**src/rtl/gray_pkg.sv**
```systemverilog
// Shared definitions for the Gray-code counter: default width, operation
// codes and the binary/Gray conversion helpers.
package gray_pkg;

  localparam int GRAY_WIDTH_DEFAULT = 3;
  localparam int GRAY_WIDTH_MAX     = 16;

  typedef enum logic [1:0] {
    OP_HOLD  = 2'd0,
    OP_STEP  = 2'd1,
    OP_LOAD  = 2'd2,
    OP_CLEAR = 2'd3
  } gray_op_e;

  function automatic logic [GRAY_WIDTH_MAX-1:0] bin2gray(
    input logic [GRAY_WIDTH_MAX-1:0] b
  );
    return b ^ (b >> 1);
  endfunction

  // Each binary bit is the XOR of all Gray bits at or above it.
  function automatic logic [GRAY_WIDTH_MAX-1:0] gray2bin(
    input logic [GRAY_WIDTH_MAX-1:0] g
  );
    logic [GRAY_WIDTH_MAX-1:0] b;
    b[GRAY_WIDTH_MAX-1] = g[GRAY_WIDTH_MAX-1];
    for (int i = GRAY_WIDTH_MAX - 2; i >= 0; i--) begin
      b[i] = b[i+1] ^ g[i];
    end
    return b;
  endfunction

endpackage

```
**src/rtl/gray_next.sv**
```systemverilog
// Combinational next-state logic: resolves clear/load/step priority and
// produces the next binary count, its Gray code and the wrap condition.
module gray_next
  import gray_pkg::*;
#(
  parameter int WIDTH = GRAY_WIDTH_DEFAULT
) (
  input  logic [WIDTH-1:0] b,
  input  logic             dir,
  input  logic             clr,
  input  logic             ld,
  input  logic [WIDTH-1:0] ld_val,
  input  logic             cen,
  output logic [WIDTH-1:0] bin_d,
  output logic [WIDTH-1:0] gray_d,
  output logic             wrap_d
);

  localparam logic [WIDTH-1:0] ONE = WIDTH'(1);
  localparam logic [WIDTH-1:0] MAX = '1;

  gray_op_e op;

  always_comb begin
    op = OP_HOLD;
    if (clr) begin
      op = OP_CLEAR;
    end else if (ld) begin
      op = OP_LOAD;
    end else if (cen) begin
      op = OP_STEP;
    end
  end

  // Only a counting step may flag a wrap; clear and load never do.
  always_comb begin
    bin_d  = b;
    wrap_d = 1'b0;
    case (op)
      OP_CLEAR: bin_d = '0;
      OP_LOAD:  bin_d = ld_val;
      OP_STEP: begin
        if (dir) begin
          bin_d  = b + ONE;
          wrap_d = (b == MAX);
        end else begin
          bin_d  = b - ONE;
          wrap_d = (b == '0);
        end
      end
      default: bin_d = b;
    endcase
  end

  always_comb begin
    gray_d = bin_d ^ (bin_d >> 1);
  end

endmodule

```
**src/rtl/gray_counter.sv**
```systemverilog
// Parameterised Gray-code counter with clear, load, up/down and wrap pulse;
// all outputs come straight from registers loaded with next-state values.
module gray_counter
  import gray_pkg::*;
#(
  parameter int WIDTH = GRAY_WIDTH_DEFAULT
) (
  input  logic             clk,
  input  logic             rst_n,
  input  logic             cen,
  input  logic             dir,
  input  logic             clr,
  input  logic             ld,
  input  logic [WIDTH-1:0] ld_val,
  output logic [WIDTH-1:0] gray,
  output logic [WIDTH-1:0] bin,
  output logic             wrap
);

  logic [WIDTH-1:0] bin_q;
  logic [WIDTH-1:0] bin_d;
  logic [WIDTH-1:0] gray_q;
  logic [WIDTH-1:0] gray_d;
  logic             wrap_q;
  logic             wrap_d;

  gray_next #(
    .WIDTH (WIDTH)
  ) u_next (
    .b      (bin_q),
    .dir    (dir),
    .clr    (clr),
    .ld     (ld),
    .ld_val (ld_val),
    .cen    (cen),
    .bin_d  (bin_d),
    .gray_d (gray_d),
    .wrap_d (wrap_d)
  );

  // Gray is registered alongside bin so neither output has decode glitches.
  always_ff @(posedge clk or negedge rst_n) begin
    if (!rst_n) begin
      bin_q  <= '0;
      gray_q <= '0;
      wrap_q <= 1'b0;
    end else begin
      bin_q  <= bin_d;
      gray_q <= gray_d;
      wrap_q <= wrap_d;
    end
  end

  assign bin  = bin_q;
  assign gray = gray_q;
  assign wrap = wrap_q;

endmodule

```
**config.mk**
```make
export PLATFORM = sky130hd
export DESIGN_NAME = gray_counter
export DESIGN_NICKNAME = d
export VERILOG_FILES = /design/src/rtl/gray_pkg.sv /design/src/rtl/gray_next.sv /design/src/rtl/gray_counter.sv
export SDC_FILE = /design/constraint.sdc
export NUM_CORES = 1
export LEC_CHECK = 0
export BUFFER_PORTS_ARGS = -buffer_cell sky130_fd_sc_hd__buf_2
export CORE_AREA = 2 2 39 41
export DETAILED_ROUTE_END_ITERATION = 10
export DIE_AREA = 0 0 41 43
export PLACE_DENSITY = 0.58
export SYNTH_ARGS = -nofsm -noshare
export SYNTH_HDL_FRONTEND = slang
export SYNTH_HIERARCHICAL = 1
export SYNTH_SLANG_ARGS = --single-unit
```
**constraint.sdc**
```tcl
create_clock -name clk -period 4.5 [get_ports clk]
set_clock_uncertainty 0.15 [all_clocks]
set_input_delay 0.9 -clock clk [delete_from_list [all_inputs] [get_ports clk]]
set_output_delay 0.9 -clock clk [all_outputs]
set_load 0.1 [all_outputs]
```
==> impl_metrics.json, run 1 <==
{
  "status": "completed",
  "fin_area_sq_um": 475.5,
  "critPathMaxFanout": 5,
  "maxSlewHeadroom_pct": 67.90,
  "die_w_microns": 41,
  "end_kind": "primary output",
  "final.setup.tns_ns": 0,
  "track_usage_pct": 8.850,
  "async_reset_ff_share_pct": 100.0,
  "crit_arrival_ns": 1.13,
  "reg2reg_slack_ns": 2.70,
  "required_ns": 3.45,
  "synthCells": 31,
  "crit_path_start": "bin[2]",
  "ios": 16,
  "maxCapViolCount": 0,
  "netlist_top_cells_count": "7 x dfrtp_1, 3 x inv_1, 3 x nand2_1, 3 x xor2_1, 2 x nor2_1",
  "insertion_delay_ns": 0.25,
  "fp.dieH_microns": 43,
  "start_util_pct": 26.13,
  "diodes": 0,
  "drc_errors": 0,
  "vias": 287,
  "cts_sinks": 7,
  "cts_resized": 0,
  "cts_setup_buffers": 0,
  "max_clock_freq_ghz": 0.4595,
  "dp_slack_ns": 2.214,
  "ir_worst_vdd_mv": 0.1803,
  "clock_path_buffers": 2,
  "path_clk_slew_ns": 0.05,
  "rsz0062_at_grt": "false",
  "post-route-period-util_pct": 48.36,
  "hpwl_microns": 529.6,
  "totalPowerFinal_uw": 224.6,
  "wl_per_cell_microns": 10.31,
  "firstDrtPassIters": 4,
  "cts-hold-fix-buffers": 0,
  "cts_tree": "done",
  "setup_viol": 0,
  "hold_path.class": "in2async",
  "grt_first_pass_wirelength_mm": 1.041,
  "fillers": 137,
  "syn_nets": 41,
  "antenna_found_initial": 0,
  "cts_buffers": 3,
  "start_kind": "flop",
  "synth_cell_types": 18,
  "drt_iter0_drc": 13,
  "cts_root_buf": "clkbuf_4",
  "cts_htree_levels": 1,
  "synth_top_flop_cell": "dfrtp_1",
  "vias_per_cell": 4.415,
  "crit_chain": "buf_2",
  "ys_top_cells_by_area": "dfrtp_1 48%, xor2_1 7.3%, xnor3_1 6.2%, fa_1 5.5%, o22ai_2 3.5%",
  "power_density_nw_per_um2": 472.5,
  "area_growth_pct": 31.49,
  "wirelength_microns": 670,
  "yosysSeqAreaShare_pct": 48.44,
  "yosys.area.top_type_share_pct": 48.44,
  "synth_area_sq_um": 361.6,
  "crit_buf_inv": 1,
  "r2r-end": "gray[1]",
  "period_needed_ns": 2.176,
  "slowest_delay_ns": 0.46,
  "hold_viol": 0,
  "drive_above_1_share_pct": 44.90,
  "path_class": "reg2out",
  "slowest_stage": "buf_2",
  "grt_overflow": 0,
  "grt_pass1_vias": 256,
  "ys_warn_count": 6,
  "layout.nets": 60,
  "die-area_sq_um": 1763,
  "synth_most_common_cell": "dfrtp_1",
  "syn_area_per_cell_sq_um": 11.66,
  "yosysTopAreaCell": "dfrtp_1",
  "place.gp.congestion": 0.7344,
  "worst_pin_slew_ns": 0.4848,
  "place_area_sq_um": 449.2,
  "leakagePower_uw": 0.0002519,
  "fp.coreArea_sq_um": 1384,
  "setup_slack_ns": 2.324,
  "ys_ff_latch": 7,
  "fp-row-count": 14,
  "grt_max_degree": 8,
  "maxSlewViolCount": 0,
  "r2r_start": "bin[0]",
  "path_delay_family": "buffers and inverters",
  "reg2reg_depth": 6,
  "io_buffers": 15,
  "synth_edf_count": 0,
  "final_antenna_net_count": 0,
  "fin_util_pct": 34.36
}
## how the worst max path moves through the flow
stage / cells after the start / endpoint / slack [ns]
2_1_floorplan: 6 / gray[1] / 2.10
3_3_place_gp: 6 / gray[1] / 2.25
3_5_place_dp: 6 / gray[1] / 2.21
4_1_cts: 1 / bin[2] / 2.32
5_1_grt: 1 / bin[2] / 2.28
6_report: 1 / bin[2] / 2.32
## cell type report
cell class	instances	area (sq um)	area share, %
flip-flops and latches	7	175.2	36.84
multi-input cells	20	167.7	35.26
repair buffers	15	75.07	15.79
clock buffers	4	26.28	5.526
well taps	16	20.02	4.211
inverters	3	11.26	2.368
## per-layer routing
layer | up-vias | track usage [%] | part of all wire [%]
met5 | - | 0 | 0
met4 | 0 | 6.000 | 0
met3 | 0 | 2.094 | 7.2
met2 | 13 | 11.25 | 45
met1 | 135 | 12.75 | 48
li1 | 139 | - | -
## metrics by stage
step	hold WS, ns	std cells
2_1_floorplan	0.4544	31
3_3_place_gp	0.4672	61
3_5_place_dp	0.4624	61
4_1_cts	0.3247	65
5_1_grt	0.3274	65
6_report	0.3220	65
## where the power goes
part,leakage [uW],internal [uW],switching (uW)
Sequential,0.0000898,70.4,4.49
Combinational,0.000147,19.2,72.6
Clock,0.0000150,33.9,24.0
## flip-flops by register name, summed over array words and instances (netlist names)
register,flops
bin,3
gray,3
wrap,1
## layout by cell type (no fill, tap or decap)
cell type   n
a211oi_1    1
xnor3_1     1
o32a_2      1
nand4_1     1
or4_1       1
nand2_1     3
fa_1        1
or2_4       1
clkbuf_1    1
buf_2      15
or2_2       1
inv_1       3
o22ai_2     1
a21oi_1     1
mux2i_1     1
xor2_1      3
nor2_1      2
o21ai_0     1
dfrtp_1     7
clkbuf_4    3
## cell families after synthesis
| kind of cell | synth area share, % |
|---|---|
| compound gates | 11.42 |
| mux | 2.768 |
| buf+inv | 5.191 |
| fa+ha+maj | 5.537 |
| xor+xnor | 13.50 |
| simple gates | 13.15 |
| flops | 48.44 |
No activity file was read; power rests on OpenSTA's default activity.
==> run 2: changes to the inputs <==
--- a/config.mk
+++ b/config.mk
@@ -5,11 +5,12 @@
 export SDC_FILE = /design/constraint.sdc
 export NUM_CORES = 1
 export LEC_CHECK = 0
+export ABC_AREA = 1
 export BUFFER_PORTS_ARGS = -buffer_cell sky130_fd_sc_hd__buf_2
 export CORE_AREA = 2 2 39 41
 export DETAILED_ROUTE_END_ITERATION = 10
 export DIE_AREA = 0 0 41 43
-export PLACE_DENSITY = 0.58
+export PLACE_DENSITY = 0.65
 export SYNTH_ARGS = -nofsm -noshare
 export SYNTH_HDL_FRONTEND = slang
 export SYNTH_HIERARCHICAL = 1
==> constraint.sdc (replaced) <==
create_clock -name clk -period 1.83 [get_ports clk]
set_clock_uncertainty 0.15 [all_clocks]
set_input_delay 0.366 -clock clk [delete_from_list [all_inputs] [get_ports clk]]
set_output_delay 0.366 -clock clk [all_outputs]
set_load 0.1 [all_outputs]
==> impl_metrics.json, run 2 <==
{
  "ir_worst_vdd_mv": 0.3825,
  "power.switching_uw": 235.7,
  "start_kind": "flop",
  "grt_max_degree": 8,
  "crit_path_start": "bin[1]",
  "leakagePower_uw": 0.0003187,
  "layout_common_cells": "15 x buf_2, 15 x nand2_1, 7 x inv_1",
  "path_clk_slew_ns": 0.05,
  "ios": 16,
  "cts_resized": 0,
  "fin_util_pct": 40.14,
  "wl_per_cell_microns": 10.12,
  "r2r-end": "gray[0]",
  "period_needed_ns": 1.716,
  "ys_top_cells_by_area": "dfrtp_1 42%, nand2_1 13%, nand3_2 7.2%, inv_1 7.2%, nor2_4 5.4%",
  "cts_root_buf": "clkbuf_4",
  "path_class": "reg2reg",
  "fp-row-count": 14,
  "setup.worst_path.end": "gray[0]",
  "yosysSeqAreaShare_pct": 41.79,
  "slowest_delay_ns": 0.49,
  "track_usage_pct": 12.58,
  "crit_top_cell": "nand2_1",
  "p_clk_share_pct": 26.9,
  "rsz0062_at_grt": "false",
  "syn_area_per_cell_sq_um": 8.383,
  "end_kind": "flop",
  "ys_ff_latch": 7,
  "slowest_stage": "dfrtp_4",
  "sw_frac_of_total_pct": 44.32,
  "crit_chain": "inv_1 > fa_1 > nand3b_1 > nand3_2 > inv_2 > nand2_1 > nand2_1",
  "insertion_delay_ns": 0.26,
  "final.setup.tns_ns": 0,
  "start_util_pct": 30.29,
  "critPathMaxFanout": 5,
  "grt_first_pass_wirelength_mm": 1.449,
  "place.gp.congestion": 0.6962,
  "p_comb_share_pct": 38.9,
  "fp.dieH_microns": 43,
  "cts_htree_levels": 1,
  "p_seq_share_pct": 34.2,
  "hold_viol": 0,
  "cts_sinks": 7,
  "firstDrtPassIters": 4,
  "p_int_uw": 296.1,
  "post-route-period-util_pct": 93.80,
  "setup_viol": 0,
  "reg2reg_depth": 7,
  "maxCapViolCount": 0,
  "final_antenna_net_count": 0,
  "drive_above_1_share_pct": 44.93,
  "antenna_found_initial": 0,
  "worst_pin_slew_ns": 0.4869,
  "layout.nets": 80,
  "async_reset_ff_share_pct": 100.0,
  "grt_pass1_vias": 359,
  "drt_iter0_drc": 12,
  "hold_path.class": "in2reg",
  "vias": 381,
  "power_density_nw_per_um2": 957.4,
  "synth_most_common_cell": "nand2_1",
  "vias_per_cell": 4.482,
  "grt_overflow": 0,
  "yosys.area.top_type_share_pct": 41.79,
  "r2r_start": "bin[1]",
  "maxSlewViolCount": 0,
  "yosysTopAreaCell": "dfrtp_1",
  "maxSlewHeadroom_pct": 67.77,
  "totalPowerFinal_uw": 531.9,
  "synthCells": 50,
  "io_buffers": 15,
  "clock_path_buffers": 2,
  "cts_buffers": 3,
  "die_w_microns": 41,
  "max_clock_freq_ghz": 0.5826,
  "synth_edf_count": 0,
  "syn_nets": 60,
  "drc_errors": 0,
  "area_growth_pct": 32.54,
  "wirelength_microns": 860,
  "synth_cell_types": 14,
  "fp.coreArea_sq_um": 1384,
  "cts_tree": "done",
  "synth_area_sq_um": 419.2,
  "synth_top_flop_cell": "dfrtp_1",
  "netlist_top_cells_count": "15 x nand2_1, 8 x inv_1, 7 x dfrtp_1",
  "hpwl_microns": 717.9,
  "required_ns": 1.83,
  "status": "completed",
  "diodes": 0,
  "crit_arrival_ns": 1.71,
  "die-area_sq_um": 1763,
  "reg2reg_slack_ns": 0.11,
  "ys_warn_count": 6
}
[run 2: changes by cell type after synthesis, moves of 3 or more]
cell,before,now
xor2_1,3,0
inv_1,3,8
nand3_2,0,3
nand2_1,3,15
nand3_1,0,3
[run 2: cells by family after synthesis]
group | count (synthesis) | share of synthesized area (%)
DFF | 7 | 41.79
buffers and inverters | 11 | 10.75
and+or+nand+nor | 29 | 38.80
adders and majority gates | 1 | 4.776
AOI/OAI and AO/OA | 2 | 3.882
[run 2: final cells by class]
type | instances | area (sq um)
Clock buffer | 4 | 26.28
Fill cell | 156 | 828.3
Inverter | 10 | 37.54
Multi-Input combinational cell | 32 | 203.9
Sequential cell | 7 | 182.7
Tap cell | 16 | 20.02
Timing Repair Buffer | 16 | 85.08
[run 2: worst min path at each step]
stage | startpoint | slack [ns] | depth (start not counted) | to
2_1_floorplan | rst_n | -0.08 | 0 | bin[2]
3_3_place_gp | rst_n | 0.05 | 1 | wrap
3_5_place_dp | rst_n | 0.06 | 1 | gray[2]
4_1_cts | ld_val[0] | 0.21 | 3 | bin[0]
5_1_grt | ld_val[0] | 0.24 | 3 | bin[0]
6_report | ld_val[0] | 0.22 | 3 | bin[0]
[run 2: power by group through the flow]
stage	Sequential, uW	Combinational, uW	Clock, uW
detailed placement	185	206	0
finish	182	207	143
CTS	182	208	147
global route	184	219	155
floorplan	300	51.0	0
global placement	183	204	0
[run 2: worst max-delay path: cells and delay by family (launching register included)]
family,cells,cell delay (ns)
flip-flops,1,0.49
adder cells (fa/ha/maj),1,0.42
buffers and inverters,2,0.12
AND/OR/NAND/NOR,4,0.41
[run 2: what timing repair did]
action                                 CTS  global route
endpoints found under the hold margin    7             0
hold buffers                             1             0
buffers inserted                         0             0
[run 2: per-stage QoR]
| step | hold slack [ns] | worst slack (ns) | instance area [sq um] | cells |
|---|---|---|---|---|
| 5_1_grt | 0.2353 | 0.01457 | 555.5 | 85 |
| 3_5_place_dp | 0.05763 | 0.1249 | 519.2 | 80 |
| 3_3_place_gp | 0.05193 | 0.1521 | 519.2 | 80 |
| 6_report | 0.2151 | 0.1135 | 555.5 | 85 |
| 4_1_cts | 0.2094 | 0.1065 | 555.5 | 85 |
| 2_1_floorplan | -0.07959 | 0.002724 | 431.7 | 50 |
[run 2: layer usage]
layer / global-route usage [%] / vias up / share of wire [%]
li1: - / 196 / -
met4: 12.00 / 0 / 1.4
met1: 15.28 / 171 / 44
met3: 1.571 / 2 / 4.0
met2: 17.81 / 12 / 50
met5: 0 / - / 0
